`src/rtl/scroll_sequencer_if.sv`:
```
// scroll_sequencer_if: FIFO read port between the receive FIFO and scroll_sequencer.
//   rd_en      - read strobe, one cycle per byte (driven by the sequencer)
//   rd_data    - FIFO read data, valid the cycle after rd_en (driven by the FIFO)
//   fifo_empty - FIFO empty flag (driven by the FIFO)
// Modports: master = sequencer side, slave = FIFO side.
`timescale 1ns/1ps

interface scroll_sequencer_if;
  logic       rd_en;
  logic [7:0] rd_data;
  logic       fifo_empty;

  modport master (
    output rd_en,
    input  rd_data,
    input  fifo_empty
  );

  modport slave (
    input  rd_en,
    output rd_data,
    output fifo_empty
  );
endinterface

```
`src/rtl/scroll_sequencer.sv`:
```
// scroll_sequencer: read-side controller for the receive FIFO. Each rising edge of the
// rate-divided i_tick_clk (synchronized into clk) pulls one byte from the FIFO, decodes it
// from ASCII to a BCD digit and shifts it into the display register at nibble 0.
//
// Ports:
//   clk, rst_n  - system clock, asynchronous active-low reset
//   i_start     - level enable: 1 = scroll, 0 = stop
//   i_tick_clk  - divided clock, asynchronous to clk
//   fifo        - FIFO read port (scroll_sequencer_if.master)
//   o_digits    - display register, nibble 0 is the newest digit
//   o_valid     - one-cycle pulse on every o_digits update
//   o_busy      - high whenever the FSM is not idle
//   o_err       - sticky flag, set by any non-digit byte, cleared only by reset
//
// Build option: define SCROLL_BLANK_FILL_EN to shift BLANK_CODE in on a tick that finds
// the FIFO empty, so the display scrolls out to blank. Undefined: such ticks are ignored.
`timescale 1ns/1ps

module scroll_sequencer #(
  parameter int unsigned DIGITS     = 4,
  parameter logic [3:0]  BLANK_CODE = 4'hF
) (
  input  logic                    clk,
  input  logic                    rst_n,
  input  logic                    i_start,
  input  logic                    i_tick_clk,
  scroll_sequencer_if.master      fifo,
  output logic [4*DIGITS-1:0]     o_digits,
  output logic                    o_valid,
  output logic                    o_busy,
  output logic                    o_err
);

  localparam logic [1:0] StIdle     = 2'd0;
  localparam logic [1:0] StWaitTick = 2'd1;
  localparam logic [1:0] StRead     = 2'd2;
  localparam logic [1:0] StLoad     = 2'd3;

  logic [1:0]          state_q, state_d;
  // [0],[1]: two-flop synchronizer; [2]: previous value for rising-edge detection.
  logic [2:0]          sync_q, sync_d;
  // Marks which sync stages hold a real sample since reset, so a level that is already
  // high at reset release is not mistaken for a rising edge against the reset value.
  logic [2:0]          primed_q, primed_d;
  logic                tick;
  logic [4*DIGITS-1:0] digits_q, digits_d;
  logic                rd_en_q, rd_en_d;
  logic                valid_q, valid_d;
  logic                busy_q, busy_d;
  logic                err_q, err_d;
  logic                rd_is_digit;
  logic [3:0]          rd_nibble;

  always_comb begin
    sync_d   = {sync_q[1:0], i_tick_clk};
    primed_d = {primed_q[1:0], 1'b1};
    tick     = sync_q[1] & ~sync_q[2] & primed_q[2];
  end

  always_comb begin
    rd_is_digit = (fifo.rd_data >= 8'h30) && (fifo.rd_data <= 8'h39);
    rd_nibble   = rd_is_digit ? fifo.rd_data[3:0] : BLANK_CODE;
  end

  always_comb begin
    state_d  = state_q;
    digits_d = digits_q;
    valid_d  = 1'b0;
    err_d    = err_q;
    case (state_q)
      StIdle: begin
        if (i_start) state_d = StWaitTick;
      end
      StWaitTick: begin
        // i_start has priority over a coincident tick.
        if (!i_start) begin
          state_d = StIdle;
        end else if (tick) begin
          if (!fifo.fifo_empty) begin
            state_d = StRead;
          end else begin
`ifdef SCROLL_BLANK_FILL_EN
            digits_d      = digits_q << 4;
            digits_d[3:0] = BLANK_CODE;
            valid_d       = 1'b1;
`endif
          end
        end
      end
      StRead: begin
        state_d = StLoad;
      end
      StLoad: begin
        // A read already issued always completes, even if i_start has dropped.
        digits_d      = digits_q << 4;
        digits_d[3:0] = rd_nibble;
        valid_d       = 1'b1;
        if (!rd_is_digit) err_d = 1'b1;
        state_d = i_start ? StWaitTick : StIdle;
      end
      default: begin
        state_d = StIdle;
      end
    endcase
    // Outputs are registered from the next state so they line up with the state change.
    rd_en_d = (state_d == StRead);
    busy_d  = (state_d != StIdle);
  end

  always_ff @(posedge clk or negedge rst_n) begin
    if (!rst_n) begin
      state_q  <= StIdle;
      sync_q   <= 3'b000;
      primed_q <= 3'b000;
      digits_q <= {DIGITS{BLANK_CODE}};
      rd_en_q  <= 1'b0;
      valid_q  <= 1'b0;
      busy_q   <= 1'b0;
      err_q    <= 1'b0;
    end else begin
      state_q  <= state_d;
      sync_q   <= sync_d;
      primed_q <= primed_d;
      digits_q <= digits_d;
      rd_en_q  <= rd_en_d;
      valid_q  <= valid_d;
      busy_q   <= busy_d;
      err_q    <= err_d;
    end
  end

  assign fifo.rd_en = rd_en_q;
  assign o_digits   = digits_q;
  assign o_valid    = valid_q;
  assign o_busy     = busy_q;
  assign o_err      = err_q;

endmodule

```
`src/flat_wrapper.sv`:
```
// flat-port wrapper written by rule: the top's interface ports become plain ports
module scroll_sequencer_flat 
#(
  parameter int unsigned DIGITS     = 4,
  parameter logic [3:0]  BLANK_CODE = 4'hF
)
  (clk, rst_n, i_start, i_tick_clk, o_digits, o_valid, o_busy, o_err, fifo_rd_en, fifo_rd_data, fifo_fifo_empty);
  scroll_sequencer_if fifo_i ();
  input  logic clk;
  input  logic rst_n;
  input  logic i_start;
  input  logic i_tick_clk;
  output logic [4*DIGITS-1:0] o_digits;
  output logic o_valid;
  output logic o_busy;
  output logic o_err;
  output wire logic [$bits(fifo_i.rd_en)-1:0] fifo_rd_en;
  input wire logic [$bits(fifo_i.rd_data)-1:0] fifo_rd_data;
  input wire logic [$bits(fifo_i.fifo_empty)-1:0] fifo_fifo_empty;
  assign fifo_rd_en = fifo_i.rd_en;
  assign fifo_i.rd_data = fifo_rd_data;
  assign fifo_i.fifo_empty = fifo_fifo_empty;
  scroll_sequencer #(.DIGITS(DIGITS), .BLANK_CODE(BLANK_CODE)) u_core (.clk(clk), .rst_n(rst_n), .i_start(i_start), .i_tick_clk(i_tick_clk), .fifo(fifo_i), .o_digits(o_digits), .o_valid(o_valid), .o_busy(o_busy), .o_err(o_err));
endmodule
```
`config.mk`:
```
export PLATFORM = sky130hd
export DESIGN_NAME = scroll_sequencer_flat
export DESIGN_NICKNAME = d
export VERILOG_FILES = /design/src/rtl/scroll_sequencer_if.sv /design/src/rtl/scroll_sequencer.sv /design/src/flat_wrapper.sv
export SDC_FILE = /design/constraint.sdc
export NUM_CORES = 1
export LEC_CHECK = 0
export CAP_MARGIN = 20
export CORE_AREA = 3 3 51 53
export DETAILED_ROUTE_END_ITERATION = 10
export DIE_AREA = 0 0 54 56
export PLACE_DENSITY = 0.8
export SYNTH_ARGS = -nofsm -noshare
export SYNTH_HDL_FRONTEND = slang
export SYNTH_SLANG_ARGS = --single-unit
```
`constraint.sdc`:
```
create_clock -name clk -period 1.8 [get_ports clk]
set_input_delay 0.36 -clock clk [delete_from_list [all_inputs] [get_ports clk]]
set_output_delay 0.36 -clock clk [all_outputs]
set_load 0.01 [all_outputs]
```
After elaboration in Yosys (flattened, before gate mapping)
Index checks and enable logic that the tools add are counted.
{"block": "op_classes", "magnitude_cmp": 2, "n_eq_ne": 4, "n_mux": 8, "bitwise_logic": 4, "reduce_logical": 4}
{"cell": "$ge 8x6->1 const B", "n": 1}
{"cell": "$le 8x6->1 const B", "n": 1}
{"cell": "$mux 2", "n": 4}
{"cell": "$pmux 2 s4", "n": 1}
{"cell": "$eq 2x2->1 const B", "n": 3}
{"cell": "$mux 4", "n": 1}
{"cell": "$and 1x1->1", "n": 2}
{"cell": "$eq 2x1->1 const B", "n": 1}
{"cell": "$logic_not 2->1", "n": 1}
{"cell": "$mux 1", "n": 2}
{"cell": "$not 1->1", "n": 2}
{"cell": "$reduce_and 2->1", "n": 1}
{"cell": "$reduce_bool 2->1", "n": 1}
{"cell": "$logic_and 1x1->1", "n": 1}
{"block": "totals", "regBits": 28, "inputBits": 13, "elab_cells": 30}

Depth between registers and ports, before layout
Gate-level depths: netlist of run 1.
{"block": "depth", "ltp_word": 7, "depth_mapped": 4}

Least setup slack after synthesis of run 1
Ideal clock, no wire load.
{"block": "synth_path", "path_kind": "reg2reg", "startpoint": "register u_core.state_q[1]", "endpoint": "register u_core.digits_q[12], in the netlist u_core.o_digits[12]", "setup_time_ps": 82, "arrival_ps": 960, "required_ps": 1718, "slack_ps": 757, "stages_incl_launch_ff": 4, "n_path_buf": 1, "synth_period_minus_slack_ps": 1043, "path_cell_list": "dfrtp_1 -> nand2_4 -> buf_6 -> mux2_4"}
{"block": "synth_via", "elab_chain_cells": 1}
{"item": "start: declaration", "line_no": "scroll_sequencer.sv:39", "text": "logic [1:0] state_q, state_d;"}
{"item": "start signal: assignment", "line_no": "scroll_sequencer.sv:112", "text": "state_q <= StIdle;"}
{"item": "start signal: assignment", "line_no": "scroll_sequencer.sv:121", "text": "state_q <= state_d;"}
{"item": "$eq 2x2->1", "line_no": "scroll_sequencer.sv:70", "text": "case (state_q)"}
{"item": "end signal: assignment", "line_no": "scroll_sequencer.sv:115", "text": "digits_q <= {DIGITS{BLANK_CODE}};"}
{"item": "end signal: assignment", "line_no": "scroll_sequencer.sv:124", "text": "digits_q <= digits_d;"}
{"item": "end: declaration", "line_no": "scroll_sequencer.sv:46", "text": "logic [4*DIGITS-1:0] digits_q, digits_d;"}
No other way between the ends.
A chain may end at the register's enable or synchronous reset.

Worst setup path in the final report of run 1
{"block": "layout_path", "startpoint": "register u_core.err_q, in the netlist u_core.o_err", "endpoint": "output o_err"}
{"item": "start: declaration", "line_no": "scroll_sequencer.sv:50", "text": "logic err_q, err_d;"}
{"item": "start signal: assignment", "line_no": "scroll_sequencer.sv:128", "text": "err_q <= err_d;"}
{"item": "end: declaration", "line_no": "flat_wrapper.sv:16", "text": "output logic o_err;"}
No word-level cell between the ends.

==> results.cfg, run 1 <==
[run_status]
result_of_the_run = finished clean

[global_routing]
maximum_number_of_pins_on_one_net_before_global_route_repair = 29
grt_most_used_layer = met2
groute.layer.met3.usage = 0.02681
antenna_found_initial = 0
global_route_wire_length_before_repair_um = 3125
groute.usage.overall = 0.1418
gr-usage-met2 = 0.2439
grt.met1_usage = 0.1690
grt-ovfl-total = 0
grt_pass1_vias = 652

[timing]
maximum_clock_frequency_ghz = 0.6255
unrepaired_setup_endpoints_after_global_routing = false
timing_max_transition_violations_final = 0
hold_violations = 0
finalSetupTns_ns = 0
final.period_utilization = 0.8882
timing.final.ws_setup_ns = 0.2012
clock_skew_ns = 0.003096
min_period_ns = 1.599
finalSetupViolations = 0

[yosys]
netlist.area_leader.share = 0.4019
synthDistinctLibCells = 22
postSynth.asyncResetShare = 1.000
synthCells = 64
mean_instance_size_in_the_synthesized_netlist_um2 = 16.34
synthesis.nets = 77
largest_cells_by_area_after_synthesis = dfstp_2 40%, dfrtp_1 29%, mux2_2 7.5%
main_flop_type_after_synthesis = dfstp_2
synth-seq-cells = 28
sequential_cell_area_fraction_in_the_yosys_report = 0.6890
ys_warn_count = 0
synth_top_area_cell = dfstp_2
summed_instance_area_of_the_synthesized_netlist_mm2 = 0.001046
synth_enable_flop_cells = 0

[worst_setup_path]
timing.critical_path.required_ns = 1.44
worst_ep_arrival_time_ns = 1.24
path_class = flop to output pin
crit_path_max_fanout = 2
regToRegSetupSlack_ns = 0.52
endpoint_kind = output pin
worst_setup_path_start_kind = flop
timing.critical_path.slowest_cell_delay_ns = 0.54
crit_slowest_cell = clkdlybuf4s50_1
path_buf_inv = 1
cp_cell_sequence = clkdlybuf4s50_1
timing.critical_path.max_delay_family = buffers and inverters

[drt]
num_vias = 621
drt_pass1_iterations = 2
wl_per_cell_um = 14.70
finalWirelength_um = 1882
detail_route.drc_violations = 0
drt_iter0_markers = 2
routed_antenna_nets = 0
vias_per_cell = 4.852

[floorplan]
starting_density_of_the_core = 0.4774
io_pins = 33
std_cell_rows = 17
die_y_um = 56
core_mm2 = 0.002191
die_area_mm2 = 0.003024
floorplan.die.width_um = 54

[finish]
antenna_cells = 0
most-common-layout-cells = 16 x clkdlybuf4s50_1, 16 x dfstp_2, 12 x dfrtp_1
nets = 114
fillers = 165
area_delta_synth_final_pct = 40.67
layout.area.seq_um2 = 720.7
layout_cell_share_with_drive_strength_beyond_1 = 0.3600
multi_input_comb_area_um2 = 306.5
finalCoreUtilization = 0.6716

[clock_tree]
clkTransAtPathRegs_ns = 0.14
cts.repair_timing.setup_buffer_count = 0
number_of_buffers_created_by_cts = 3
tritoncts_sinks = 28
clock_tree.root_cell = clkbuf_4
htree_levels = 1
insertion_delay_ns = 0.32
cts_max_path_buffers = 2
tritoncts = yes

[power_and_ir_drop]
power.internal_uw = 1169
static-leakage-power_uw = 0.0008337
power.density_cell_area_mw_per_mm2 = 1030
power.share.switching = 0.2288
sequentialPowerShare = 0.538
clock_power_share = 0.264
vdd_drop_max_uv = 682.6
combPwrFrac = 0.198
power.switching_uw = 346.8

[place]
place.port_buffers = 32
post-place-ws_ns = 0.2612
gp_congestion = 0.6636
dp.final_hpwl_um = 1399

[job]
drv_cap = 0

[worst_hold_path]
timing.hold.worst.class = flop to flop
final cells by class:
| class | count | area share |
|---|---|---|
| clock buffer | 3 | 0.01531 |
| clock inverter | 1 | 0.02041 |
| inverter | 2 | 0.005102 |
| multi-input combinational | 33 | 0.2083 |
| sequential | 28 | 0.4898 |
| tap | 28 | 0.02381 |
| timing repair buffer | 33 | 0.2372 |
state kept, by name, summed over array words and instances, names as in the netlist:
| signal | cells |
|---|---|
| u_core.o_busy | 1 |
| u_core.primed_q | 3 |
| u_core.fifo.rd_en | 1 |
| u_core.o_digits | 16 |
| u_core.sync_q | 3 |
| u_core.o_err | 1 |
| u_core.o_valid | 1 |
| u_core.state_q | 2 |
cells in the mapped netlist (all sizes together) (2+ instances only):
cell and n:
mux2 12, a21o 2, dfstp 16, inv 2
or2b 3, nand2 2, o31a 3, dfrtp 12
o21ai 2
worst paths after layout:
kind / from / to / cells after the start
min in group asynchronous: rst_n / u_core.o_valid$_DFF_PN0_ / 2
max: u_core.o_err$_DFFE_PN0P_ / o_err / 1
max in group asynchronous: rst_n / u_core.o_digits[8]$_DFFE_PN1N_ / 2
min: u_core.sync_q[0]$_DFF_PN0_ / u_core.sync_q[1]$_DFF_PN0_ / 0
max reg2reg: u_core.state_q[1]$_DFF_PN0_ / u_core.o_digits[11]$_DFFE_PN1N_ / 3
min reg2reg: u_core.sync_q[0]$_DFF_PN0_ / u_core.sync_q[1]$_DFF_PN0_ / 0
through the flow:
stage	area, um^2	hold slack (ns)	total power, uW	instances
after floorplan	1046	0.06441	947.9	64
final	1471	0.3674	1516	128
after CTS	1444	0.3702	1547	128
after global placement	1398	0.3313	1151	124
after detailed placement	1398	0.3371	1164	124
after global routing	1471	0.3741	1592	128
power by group through the flow:
stage / registers (uW) / clock network, uW / logic (uW)
after floorplan: 856 / 0 / 91.6
after global placement: 826 / 0 / 325
after detailed placement: 829 / 0 / 334
after CTS: 819 / 412 / 316
after global routing: 829 / 437 / 325
final: 815 / 400 / 300
what timing repair did:
action	CTS	global route
gates resized for setup	5	11
hold buffers	0	0
setup endpoints to repair	5	11
kinds of logic (layout without fill, tap and decap cells):
logic type,Yosys count,in the layout,synth area share
AND/OR/NAND/NOR,12,12,0.08253
other,1,1,0.003585
AO/OA/AOI/OAI,8,8,0.05982
buffers and inverters,3,39,0.01794
flip-flops,28,28,0.6890
multiplexers,12,12,0.1471
per-layer routing:
| metal | up-vias | wire (um) |
|---|---|---|
| met2 | 13 | 1066 |
| met3 | 2 | 63 |
| met1 | 317 | 737 |
| met5 | - | 0 |
| met4 | 0 | 14 |
| li1 | 289 | - |
No activity file was read; power rests on OpenSTA's default activity.
==> inputs of run 2 (changes only) <==
Settings changed: CORE_AREA 3 3 51 53 to 2 2 50 52, DIE_AREA 0 0 54 56 to 0 0 52 54.
==> results.cfg, run 2 (synthesis results as in run 1) <==
[clock_tree]
htree_levels = 1
hold_buffers = 0
clock_tree.root_cell = clkbuf_4
number_of_buffers_created_by_cts = 3
clkTransAtPathRegs_ns = 0.14
tritoncts = yes
tritoncts_sinks = 28
insertion_delay_ns = 0.32
cts_max_path_buffers = 2
cts.repair_timing.setup_buffer_count = 0

[timing]
finalSetupTns_ns = 0
timing_max_transition_violations_final = 0
hold_violations = 0
finalSetupViolations = 0
min_period_ns = 1.594
maximum_clock_frequency_ghz = 0.6275
final.period_utilization = 0.8854
clock_skew_ns = 0.007529
unrepaired_setup_endpoints_after_global_routing = false

[drt]
finalWirelength_um = 1834
wl_per_cell_um = 14.11
vias_per_cell = 4.792
num_vias = 623
detail_route.drc_violations = 0
drt_pass1_iterations = 4
drt_iter0_markers = 6
routed_antenna_nets = 0

[worst_setup_path]
cp_cell_sequence = clkdlybuf4s50_1
rr_worst_depth = 3
rr_endpoint = u_core.o_digits[9]$_DFFE_PN1N_
worst_r2r_startpoint = u_core.state_q[1]$_DFF_PN0_
worst_setup_path_start_kind = flop
endpoint_kind = output pin
timing.critical_path.slowest_cell_delay_ns = 0.54
path_class = flop to output pin
regToRegSetupSlack_ns = 0.54
timing.critical_path.required_ns = 1.44
path_buf_inv = 1
worst_ep_arrival_time_ns = 1.23
timing.critical_path.max_delay_family = buffers and inverters
crit_slowest_cell = clkdlybuf4s50_1
crit_path_max_fanout = 2

[power_and_ir_drop]
static-leakage-power_uw = 0.0008573
vdd_drop_max_uv = 625.7
power.density_cell_area_mw_per_mm2 = 942.5

[floorplan]
floorplan.die.width_um = 52
starting_density_of_the_core = 0.4509
std_cell_rows = 18
die_y_um = 54
die_area_mm2 = 0.002808
io_pins = 33
core_mm2 = 0.002320

[global_routing]
antenna_found_initial = 0
grt_pass1_vias = 592
grt-ovfl-total = 0
maximum_number_of_pins_on_one_net_before_global_route_repair = 29
global_route_wire_length_before_repair_um = 2704
groute.usage.overall = 0.1331

[finish]
fillers = 177
most-common-layout-cells = 16 x clkdlybuf4s50_1, 16 x dfstp_2, 15 x dlymetal6s2s_1
largest_register_ffs = 16
antenna_cells = 0
finalNonFillerCells = 130
area_delta_synth_final_pct = 39.83
layout_cell_share_with_drive_strength_beyond_1 = 0.3500
nets = 114

[place]
gp_congestion = 0.7190
place.port_buffers = 32
post-place-cells = 126

[worst_hold_path]
timing.hold.worst.class = flop to flop
hp-start = u_core.primed_q[0]$_DFF_PN0_
hold_end = u_core.primed_q[1]$_DFF_PN0_
worst_hold_path.num_cells = 0

[job]
drv_cap = 0

[run_status]
result_of_the_run = finished clean
## run 2: cell type report
type | count | area, um^2 | share of cell area
inverter | 2 | 7.507 | 0.005133
timing repair buffer | 33 | 364.1 | 0.2489
clock buffer | 4 | 26.28 | 0.01796
multi-input combinational | 33 | 306.5 | 0.2096
tap | 30 | 37.54 | 0.02566
sequential | 28 | 720.7 | 0.4927
## run 2: per-layer routing
metal / routed length, um / track usage / vias to the layer above
li1: - / - / 292
met1: 826 / 0.1720 / 302
met2: 872 / 0.2152 / 25
met3: 103 / 0.02500 / 4
met4: 31 / 0.06579 / 0
met5: 0 / 0 / -
## run 2: timing repair
| action | 4_1_cts | 5_1_grt |
|---|---|---|
| resized for setup | 1 | 15 |
| setup endpoints to repair | 1 | 15 |
| cloned | 0 | 0 |
## run 2: worst max-delay path by stage
stage	slack, ns	depth (start not counted)	from	endpoint
after floorplan	0.76	3	u_core.state_q[1]$_DFF_PN0_	u_core.o_digits[12]$_DFFE_PN1N_
final	0.21	1	u_core.o_err$_DFFE_PN0P_	o_err
after global placement	0.34	4	fifo_rd_data[1]	u_core.o_digits[2]$_DFFE_PN1N_
after global routing	0.16	1	u_core.o_err$_DFFE_PN0P_	o_err
after detailed placement	0.31	4	fifo_rd_data[1]	u_core.o_digits[2]$_DFFE_PN1N_
after CTS	0.0009	1	u_core.o_digits[4]$_DFFE_PN1N_	o_digits[4]
## run 2: power breakdown
part,internal [uW],leakage (uW),switching (uW),total (uW)
sequential,760,0.000313,57.2,817
combinational,195,0.000529,113,308
clock,86.7,0.0000150,167,253
## run 2: stage by stage
step	utilization	hold WS [ns]	cell area, um^2	power (uW)	setup WS (ns)
floorplan	-	0.06441	1046	947.9	0.7573
global placement	0.6036	0.3315	1400	1149	0.3365
detailed placement	0.6036	0.3365	1400	1163	0.3083
CTS	0.6143	0.3672	1425	1415	0.0009445
global route	0.6305	0.3850	1463	1454	0.1634
finish	0.6305	0.3630	1463	1379	0.2063
==> inputs of run 3 (changes only) <==
Settings changed: CORE_AREA 2 2 50 52 to 2 2 49 51, CTS_BUF_LIST set to sky130_fd_sc_hd__clkbuf_4, CTS_CLUSTER_SIZE set to 16, DIE_AREA 0 0 52 54 to 0 0 51 53, PLACE_DENSITY 0.8 to 0.83, SLEW_MARGIN set to 20.
==> results.cfg, run 3 (synthesis results as in run 1) <==
[clock_tree]
insertion_delay_ns = 0.31
htree_levels = 1
cts.repair_timing.setup_buffer_count = 0
tritoncts_sinks = 28
tritoncts = yes
clkTransAtPathRegs_ns = 0.14
number_of_buffers_created_by_cts = 3
clock_tree.root_cell = clkbuf_4
cts_max_path_buffers = 2

[power_and_ir_drop]
power.density_cell_area_mw_per_mm2 = 934.5
clock_power_share = 0.179
vdd_drop_max_uv = 531.0
power.share.switching = 0.2427
power.switching_uw = 332.1
sequentialPowerShare = 0.593
combPwrFrac = 0.228
static-leakage-power_uw = 0.0008712
power.internal_uw = 1036

[global_routing]
grt-ovfl-total = 0
global_route_wire_length_before_repair_um = 2891
grt_pass1_vias = 664
maximum_number_of_pins_on_one_net_before_global_route_repair = 29
antenna_found_initial = 0
groute.usage.overall = 0.1501

[worst_setup_path]
crit_path_max_fanout = 2
crit_slowest_cell = clkdlybuf4s50_1
path_class = flop to output pin
worst_ep_arrival_time_ns = 1.25
worst_setup_path_start_kind = flop
path_buf_inv = 1
endpoint_kind = output pin
timing.critical_path.slowest_cell_delay_ns = 0.54
timing.critical_path.max_delay_family = buffers and inverters
cp_cell_sequence = clkdlybuf4s50_1
timing.critical_path.required_ns = 1.44

[drt]
routed_antenna_nets = 0
met2_routed_wl_um = 997
num_vias = 631
dr.max_layer_used = met4
routed-wl-met3_um = 48
wl_met1_um = 696
drt_iter0_markers = 3
vias_per_cell = 4.930
finalWirelength_um = 1768
wl_per_cell_um = 13.81
drt_pass1_iterations = 4
detail_route.drc_violations = 0

[finish]
most-common-layout-cells = 16 x clkdlybuf4s50_1, 16 x dlymetal6s2s_1, 16 x dfstp_2
finalNonFillerCells = 128
finalCoreUtilization = 0.6814
layout_cell_share_with_drive_strength_beyond_1 = 0.3500
largest_register_ffs = 16
area_delta_synth_final_pct = 39.95
nets = 114
antenna_cells = 0

[timing]
timing_max_transition_violations_final = 0
maximum_clock_frequency_ghz = 0.6219
whs_ns = 0.3639
finalSetupViolations = 0
unrepaired_setup_endpoints_after_global_routing = false
min_period_ns = 1.608
finalSetupTns_ns = 0
hold_violations = 0
clock_skew_ns = 0.006982
timing.final.ws_setup_ns = 0.1920
final.period_utilization = 0.8933

[place]
gp_congestion = 0.7328
place.port_buffers = 32
dp.final_hpwl_um = 1295
post-place-ws_ns = 0.2680
post-place-cells = 124

[floorplan]
die_y_um = 53
core_mm2 = 0.002148
starting_density_of_the_core = 0.4869
die_area_mm2 = 0.002703
floorplan.die.width_um = 51
std_cell_rows = 17
io_pins = 33

[worst_hold_path]
timing.hold.worst.class = flop to flop

[run_status]
result_of_the_run = finished clean

[job]
drv_cap = 0
run 3: cell count changes in the layout (fill, tap and decap cells not counted):
cell | previous run | this run
clkinv_1 | 0 | 1
dlymetal6s2s_1 | 15 | 16
dlygate4sd2_1 | 1 | 0
clkbuf_1 | 1 | 0
run 3: layer usage:
metal | global-route usage | vias to the layer above
li1 | - | 294
met1 | 0.1818 | 321
met2 | 0.2554 | 14
met3 | 0.01695 | 2
met4 | 0.09459 | 0
met5 | 0 | -
run 3: final timing paths:
check                      slack [ns]  cells past startpoint                          from                         endpoint
setup / recovery                 0.19                      1      u_core.o_err$_DFFE_PN0P_                            o_err
hold / removal                   0.36                      0  u_core.primed_q[1]$_DFF_PN0_     u_core.primed_q[2]$_DFF_PN0_
setup reg to reg                 0.50                      3   u_core.state_q[1]$_DFF_PN0_  u_core.o_digits[10]$_DFFE_PN1N_
hold reg to reg                  0.36                      0  u_core.primed_q[1]$_DFF_PN0_     u_core.primed_q[2]$_DFF_PN0_
max in group asynchronous        1.09                      2                         rst_n  u_core.o_digits[15]$_DFFE_PN1N_
min in group asynchronous        0.40                      2                         rst_n       u_core.sync_q[1]$_DFF_PN0_
run 3: power groups by stage:
stage	clock network (uW)	registers (uW)	logic, uW
floorplan	0	856	91.6
global placement	0	823	323
detailed placement	0	827	332
CTS	259	816	334
global route	288	825	339
finish	245	811	312
run 3: final cells by class:
type / count / area, um^2
fillers: 151 / 684.4
clock inverters: 1 / 3.754
clock buffers: 3 / 22.52
well taps: 28 / 35.03
flip-flops and latches: 28 / 720.7
multi-input cells: 33 / 306.5
repair buffers: 33 / 367.9
inverters: 2 / 7.507
run 3: timing repair:
item                       in CTS  in global routing
setup endpoints to repair       0                 16
gates resized for setup         0                 16
hold buffers                    0                  0
run 3: through the flow:
step / cell area [um^2] / power [uW]
detailed placement: 1398 / 1159
CTS: 1424 / 1409
global route: 1464 / 1452
global placement: 1398 / 1145
finish: 1464 / 1368
floorplan: 1046 / 947.9
